File: src/rtl/maquina_pkg.sv
// maquina_pkg: state type and encodings shared by the controller and the status decode.
package maquina_pkg;
  typedef logic [3:0] state_t;
  localparam state_t IDLE                = 4'd1;
  localparam state_t LIGAR_MAQUINA       = 4'd2;
  localparam state_t VERIFICAR_AGUA      = 4'd3;
  localparam state_t ENCHER_RESERVATORIO = 4'd4;
  localparam state_t MOER_CAFE           = 4'd5;
  localparam state_t COLOCAR_NO_FILTRO   = 4'd6;
  localparam state_t PASSAR_AGITADOR     = 4'd7;
  localparam state_t TAMPEAR             = 4'd8;
  localparam state_t REALIZAR_EXTRACAO   = 4'd9;
endpackage

File: src/rtl/maquina_maluca_multi_dwell_timer.sv
// maquina_dwell_timer: counts cycles spent in the current state; last marks the final dwell cycle.
module maquina_dwell_timer #(
  parameter int W = 2
) (
  input  logic         clk,
  input  logic         rst_n,
  input  logic         clear,
  input  logic [W-1:0] dwell,
  output logic         last
);
  logic [W-1:0] cnt;
  always_ff @(posedge clk or negedge rst_n)
    if (!rst_n) cnt <= '0;
    else        cnt <= clear ? '0 : cnt + 1'b1;
  assign last = cnt == dwell - 1'b1;
endmodule

File: src/rtl/maquina_maluca_multi.sv
// maquina_maluca_multi: multi-cup coffee controller with dose-counted reservoir, timed steps and abort.
// Define MAQUINA_STATS_EN to build the saturating cups_served counter.
module maquina_maluca_multi
  import maquina_pkg::*;
#(
  parameter int WATER_MAX   = 4,
  parameter int STEP_CYCLES = 2,
  parameter int FILL_CYCLES = 3,
  parameter int CUP_W       = 3,
  parameter int CNT_W       = 16
) (
  input  logic                           clk,
  input  logic                           rst_n,
  input  logic                           start,
  input  logic [CUP_W-1:0]               cups,
  input  logic                           abort,
  output state_t                         state,
  output logic                           busy,
  output logic                           done,
  output logic [$clog2(WATER_MAX+1)-1:0] water_level,
  output logic [CUP_W-1:0]               cups_left,
  output logic [CNT_W-1:0]               cups_served
);
  localparam int WL_W = $clog2(WATER_MAX+1);
  localparam int DMAX = STEP_CYCLES > FILL_CYCLES ? STEP_CYCLES : FILL_CYCLES;
  localparam int DW_W = $clog2(DMAX+1);
  state_t state_nxt;
  logic last, kill, fill_end, cup_end;
  assign busy     = state != IDLE;
  assign kill     = abort && busy;
  assign fill_end = state == ENCHER_RESERVATORIO && last && !kill;
  assign cup_end  = state == REALIZAR_EXTRACAO && last && !kill;
  maquina_dwell_timer #(.W(DW_W)) u_dwell (
    .clk   (clk),
    .rst_n (rst_n),
    .clear (state_nxt != state),
    .dwell (state == ENCHER_RESERVATORIO ? DW_W'(FILL_CYCLES) : DW_W'(STEP_CYCLES)),
    .last  (last)
  );
  always_comb begin
    state_nxt = state;
    case (state)
      IDLE:                if (start && cups != '0) state_nxt = LIGAR_MAQUINA;
      LIGAR_MAQUINA:       state_nxt = VERIFICAR_AGUA;
      VERIFICAR_AGUA:      state_nxt = water_level == '0 ? ENCHER_RESERVATORIO : MOER_CAFE;
      ENCHER_RESERVATORIO: if (last) state_nxt = VERIFICAR_AGUA;
      MOER_CAFE:           if (last) state_nxt = COLOCAR_NO_FILTRO;
      COLOCAR_NO_FILTRO:   state_nxt = PASSAR_AGITADOR;
      PASSAR_AGITADOR:     state_nxt = TAMPEAR;
      TAMPEAR:             state_nxt = REALIZAR_EXTRACAO;
      REALIZAR_EXTRACAO:   if (last) state_nxt = cups_left == CUP_W'(1) ? IDLE : VERIFICAR_AGUA;
      default:             state_nxt = IDLE;
    endcase
    if (kill) state_nxt = IDLE;
  end
  always_ff @(posedge clk or negedge rst_n)
    if (!rst_n) begin
      state       <= IDLE;
      done        <= 1'b0;
      water_level <= '0;
      cups_left   <= '0;
    end else begin
      state <= state_nxt;
      done  <= cup_end && cups_left == CUP_W'(1);
      if (fill_end)     water_level <= WL_W'(WATER_MAX);
      else if (cup_end) water_level <= water_level - 1'b1;
      if (state == IDLE && start && cups != '0) cups_left <= cups;
      else if (kill)                            cups_left <= '0;
      else if (cup_end)                         cups_left <= cups_left - 1'b1;
    end
`ifdef MAQUINA_STATS_EN
  always_ff @(posedge clk or negedge rst_n)
    if (!rst_n)                       cups_served <= '0;
    else if (cup_end && ~&cups_served) cups_served <= cups_served + 1'b1;
`else
  assign cups_served = '0;
`endif
endmodule

File: config.mk
export PLATFORM = sky130hd
export DESIGN_NAME = maquina_maluca_multi
export DESIGN_NICKNAME = d
export VERILOG_FILES = /design/src/rtl/maquina_pkg.sv /design/src/rtl/maquina_maluca_multi_dwell_timer.sv /design/src/rtl/maquina_maluca_multi.sv
export SDC_FILE = /design/constraint.sdc
export NUM_CORES = 1
export LEC_CHECK = 0
export ABC_AREA = 1
export BUFFER_PORTS_ARGS = -buffer_cell sky130_fd_sc_hd__buf_2
export CAP_MARGIN = 20
export CORE_MARGIN = 5
export CORE_UTILIZATION = 29
export DETAILED_ROUTE_END_ITERATION = 6
export MAX_ROUTING_LAYER = met4
export PLACE_DENSITY = 0.49
export SLEW_MARGIN = 20
export SYNTH_ARGS = -nofsm -noshare
export SYNTH_HDL_FRONTEND = slang
export SYNTH_HIERARCHICAL = 1
export SYNTH_SLANG_ARGS = --single-unit
File: constraint.sdc
create_clock -name clk -period 2.1 [get_ports clk]
set_clock_uncertainty 0.1 [all_clocks]
set_input_delay 0.42 -clock clk [delete_from_list [all_inputs] [get_ports clk]]
set_output_delay 0.42 -clock clk [all_outputs]
set_load 0.01 [all_outputs]
# Word level (Yosys, flattened, before mapping)
# Cells that the tools add are included.
[classes]
n_addsub = 4
muxes = 15
n_reduce_logical = 14
n_eq_ne = 13
[op_table]
columns = ["op", "count"]
rows = [
  ["$pmux 4 s9", 1],
  ["$mux 4", 5],
  ["$eq 4x3->1 const B", 4],
  ["$mux 3", 5],
  ["$logic_and 1x1->1", 9],
  ["$eq 4x2->1 const B", 2],
  ["$eq 4x4->1 const B", 2],
  ["$reduce_bool 3->1", 2],
  ["$sub 3x1->3 const B", 2],
  ["$eq 4x1->1 const B", 1],
  ["$mux 2", 2],
  ["$ne 4x1->1 const B", 1],
  ["$ne 4x4->1", 1],
  ["$eq 3x1->1 const B", 1],
  ["$logic_not 3->1", 1],
  ["$add 2x1->2 const B", 1],
  ["$eq 2x2->1", 1],
  ["$mux 1", 2],
  ["$reduce_bool 2->1", 1],
  ["$sub 2x1->2 const B", 1],
  ["$logic_not 1->1", 1],
]
[word_totals]
ff_bits = 13
elab_cells = 51
inputBits = 7
output_inout_bits = 28

# Logic depth before layout (Yosys ltp)
[depth]
ltp_word = 9
mapped_depth = 20
depth_no_buf = 20

# Modules after synthesis
# The synthesis kept the hierarchy.
[modules_own_cells]
columns = ["mod", "seq_area_each_um2", "cells_each", "instances", "area_each_um2"]
rows = [
  ["maquina_maluca_multi", 276.5, 137, 1, 987.2],
  ["maquina_dwell_timer", 50.0, 19, 1, 118.9],
]

# Worst setup path after synthesis
# No wires, ideal clock.
[synth_path]
path_kind = "reg-to-reg"
start = "register state[1]"
end = "register u_dwell.cnt[1]"
required_time_ns = 1.923
path_buffers = 0
path_slack_ns = 0.013
path_stages_with_launch = 20
setup_time_ns = 0.077
arrival_time_ns = 1.909
synth_period_minus_slack_ns = 2.087
cell_sequence = "dfrtp_1 > nor2_1 > nand2_1 > inv_1 > inv_1 > nand2_1 > nand3_1 > nand2_1 > inv_1 > inv_1 > nand2_1 > nand2_1 > nor2_1 > nor2_1 > nand2_1 > nand2_1 > nand2_1 > nand2_1 > nand3_1 > a21oi_1"
[synth_via]
elab_chain_cells = 9
word_cells_on_any_way = 22
cone_classes = "1 x add/sub; 12 x eq/ne; 8 x mux; 1 x reduce/logical"
[synth_rtl]
columns = ["item", "line_no", "text"]
rows = [
  ["from (decl)", "maquina_maluca_multi.sv:17", "output state_t state,"],
  ["from (signal assigned)", "maquina_maluca_multi.sv:63", "state <= state_nxt;"],
  ["$eq 4x3->1 *", "maquina_maluca_multi.sv:37", ".dwell (state == ENCHER_RESERVATORIO ? DW_W'(FILL_CYCLES) : DW_W'(STEP_CYCLES)),"],
  ["$mux 1 *", "maquina_maluca_multi.sv:37", ""],
  ["$sub 2x1->2 *", "maquina_maluca_multi_dwell_timer.sv:15", "assign last = cnt == dwell - 1'b1;"],
  ["$eq 2x2->1 *", "maquina_maluca_multi_dwell_timer.sv:15", ""],
  ["via last", "maquina_maluca_multi.sv:28", "logic last, kill, fill_end, cup_end;"],
  ["$mux 4, on equally long branches", "maquina_maluca_multi.sv:51, maquina_maluca_multi.sv:46, maquina_maluca_multi.sv:47", ""],
  ["$pmux 4 s9 *", "maquina_maluca_multi.sv:42", "case (state)"],
  ["$mux 4 *", "maquina_maluca_multi.sv:54", "if (kill) state_nxt = IDLE;"],
  ["$ne 4x4->1 *", "maquina_maluca_multi.sv:36", ".clear (state_nxt != state),"],
  ["$mux 2 *", "maquina_maluca_multi_dwell_timer.sv:14", "else cnt <= clear ? '0 : cnt + 1'b1;"],
  ["to (signal assigned)", "maquina_maluca_multi_dwell_timer.sv:14", ""],
  ["to (decl)", "maquina_maluca_multi_dwell_timer.sv:11", "logic [W-1:0] cnt;"],
]
# Mark *: on every way through the listed nets, which the timed path passes. The rest lies on a longest branch.
# A chain may end at the register's enable or synchronous reset.

# Worst setup path after layout
[layout_path]
start = "register state[0]"
end = "register u_dwell.cnt[1]"
# Same word-level chain as after synthesis.

==> metrics.yaml <==
floorplanning:
  die_h_um: 71.8
  rows: 22
  coreArea_sq_um: 3690
  die_area_sq_um: 5150
  die_x_um: 71.8
  start_util: 0.300
  io_pins: 35
route:
  first_iter_violations: 46
  ant_nets: 0
  wirelength_mm: 2.39
  via_per_inst: 4.16
  drt_pass1_iterations: 4
  vias: 995
  remaining_drc_errors: 0
  wl_per_cell_um: 10.0
grt:
  grt_first_pass_wirelength_mm: 3.92
  grt.overflow.total: 0
  grt_pass1_vias: 883
  grt_util_all_layers: 0.0972
  grt_start_max_net_pins: 14
  antenna_found_initial: 0
layout:
  num-nets-final: 203
  final_area_sq_um: 1390
  fill_cells: 410
  final_cells: 239
  drive_gt1_frac: 0.356
  diodes: 0
  area_growth_pct: 25.5
synth:
  synthesis.area_sq_um: 1110
  synth_warnings: 6
  ys_top_cells_by_area: "dfrtp_1 27%, nand2_1 13%, buf_4 11%, nand3_1 6.3%, inv_1 5.4%"
  synthSimpleGateAreaFrac: 0.373
  syn_avg_cell_area_sq_um: 7.09
  yosysSeqAreaShare: 0.295
  synth_top_area_share: 0.271
  synthCells: 156
  synth_compound_area_frac: 0.0803
  yosysTopAreaCell: "dfrtp_1"
  synth_cell_type_count: 28
  synth_top_family_by_area: "simple AND/OR/NAND/NOR gates"
  ys_seq_elements: 13
  synth_xor_area_frac: 0.0158
  synthAdderAreaFrac: 0.0452
  synthMuxAreaShare: 0
critical_path:
  rr_endpoint: "u_dwell/cnt[1]"
  required_ns: 2.18
  worstPathMaxFanout: 5
  reg2reg_from: "state[0]"
  crit_arrival_ns: 2.06
  reg2regPathDepth: 19
  start_kind: "register"
  endpoint_kind: "register"
  reg2reg_setup_slack_ns: 0.11
  path_class: "reg -> reg"
power_and_ir_drop:
  power.leakage_uw: 0.000763
  power.total_uw: 1930
  power_density_nw_per_um2: 1390
  ir_drop_mv: 0.687
place:
  portBuffers: 18
  dpl_cell_area_sq_um: 1290
  dp_hpwl_mm: 1.93
  place_inst: 234
  place_congestion: 0.910
timing:
  rsz0062_at_grt: "yes"
  hold_viol: 0
  fmax_ghz: 0.504
  post-route-period-util: 0.946
  hold_slack_ns: 0.368
  tns_ns: 0
  drv_slew: 0
  min_period_ns: 1.99
  setup_viol: 0
worst_hold_path:
  min_from: "cups[2]"
  hold_depth: 3
  min_to: "cups_left[2]"
  hold_path_class: "in -> reg"
clock_network:
  clk_latency_ns: 0.24
  root_buffer: "clkbuf_8"
  clock-sinks: 13
  cts_tree: "yes"
  clkTransAtPathRegs_ns: 0.06
  cts_buffer_depth: 2
  htreeDepth: 1
  numCtsBuffers: 3
run:
  cap_violations: 0
run_status:
  status: "finished clean"
[layout make-up]
cell class                      count  area, sq um  share of cell area
Clock buffer                        3         41.3              0.0298
Clock inverter                      1         5.00             0.00361
Inverter                           22         85.1              0.0613
Multi-Input combinational cell    121          676               0.487
Sequential cell                    13          327               0.235
Tap cell                           48         60.1              0.0433
Timing Repair Buffer               31          194               0.140
[stage by stage]
step,worst slack (ns),util
6_report,0.114,0.376
3_3_place_gp,0.0342,0.349
3_5_place_dp,0.0194,0.349
4_1_cts,0.0409,0.364
5_1_grt,-0.0329,0.376
2_1_floorplan,0.0131,-
[critical path: stages, from the launching register on]
cell	delay, ns
dfstp_2	0.57
nor2_4	0.05
nand2_2	0.05
inv_2	0.04
inv_2	0.04
nand2_2	0.04
nand3_2	0.06
nand2_2	0.06
inv_4	0.08
buf_6	0.09
nand3_2	0.05
nand2_1	0.06
nor2_1	0.04
nor2_1	0.08
nand2_1	0.07
nand2_1	0.08
nand2_1	0.06
nand2_1	0.08
nand3_2	0.09
a21oi_2	0.11
[where the power goes]
| group | switching (uW) | internal [uW] | leakage, uW |
|---|---|---|---|
| Clock | 99.5 | 131 | 0.0000255 |
| Combinational | 742 | 510 | 0.000576 |
| Sequential | 89.0 | 357 | 0.000161 |
[synthesized netlist by cell type, drive strengths merged]
cell type	instances
a21oi	5
buf	16
clkinv	1
conb	2
dfrtp	12
dfstp	1
ha	4
inv	21
nand2	44
nand3	15
nand4	1
nor2	21
nor3	1
o211ai	1
o21ai	9
xnor2	1
xor2	1
[per-layer routing]
| metal | up-vias | track usage | wire (um) |
|---|---|---|---|
| li1 | 526 | - | - |
| met1 | 442 | 0.126 | 1110 |
| met2 | 25 | 0.149 | 1130 |
| met3 | 2 | 0.0309 | 142 |
| met4 | 0 | 0.0188 | 8 |
| met5 | - | - | 0 |
[worst max path at each step]
stage,depth (start not counted),slack [ns],startpoint,endpoint
final,19,0.11,state[0],u_dwell/cnt[1]
after global routing,19,-0.03,state[0],u_dwell/cnt[1]
after CTS,19,0.04,state[0],u_dwell/cnt[1]
after detailed placement,19,0.02,state[0],u_dwell/cnt[1]
after global placement,19,0.03,state[0],u_dwell/cnt[1]
after floorplan,19,0.01,state[1],u_dwell/cnt[1]
[registers in the layout, indices dropped and copies added (netlist names)]
signal and count:
state 4, done 1, cups_left 3, water_level 3
u_dwell/cnt 2
[what timing repair did]
action	in CTS	in global routing
hold buffers	1	0
setup endpoints to repair	1	5
endpoints found under the hold margin	12	0
resized for setup	1	15
pin swaps	0	10
setup buffers	0	0
[cell families (layout without fill, tap and decap cells)]
| family | count (synthesis) | in the layout |
|---|---|---|
| compound gates | 15 | 15 |
| xor+xnor | 2 | 2 |
| flops | 13 | 13 |
| simple gates | 82 | 82 |
| buf+inv | 38 | 57 |
| fa+ha+maj | 4 | 4 |
| other cells | 2 | 18 |
[placed cells by master (no fill, tap or decap), types with 5 or more instances in the layout]
master   count
nand2_1     36
conb_1      18
buf_2       18
nor2_1      13
inv_1       12
dfrtp_1     12
nand3_1     11
buf_4       11
inv_2        8
nand2_2      6
nor2_4       5
o21ai_1      5
No activity file was read; power rests on OpenSTA's default activity.
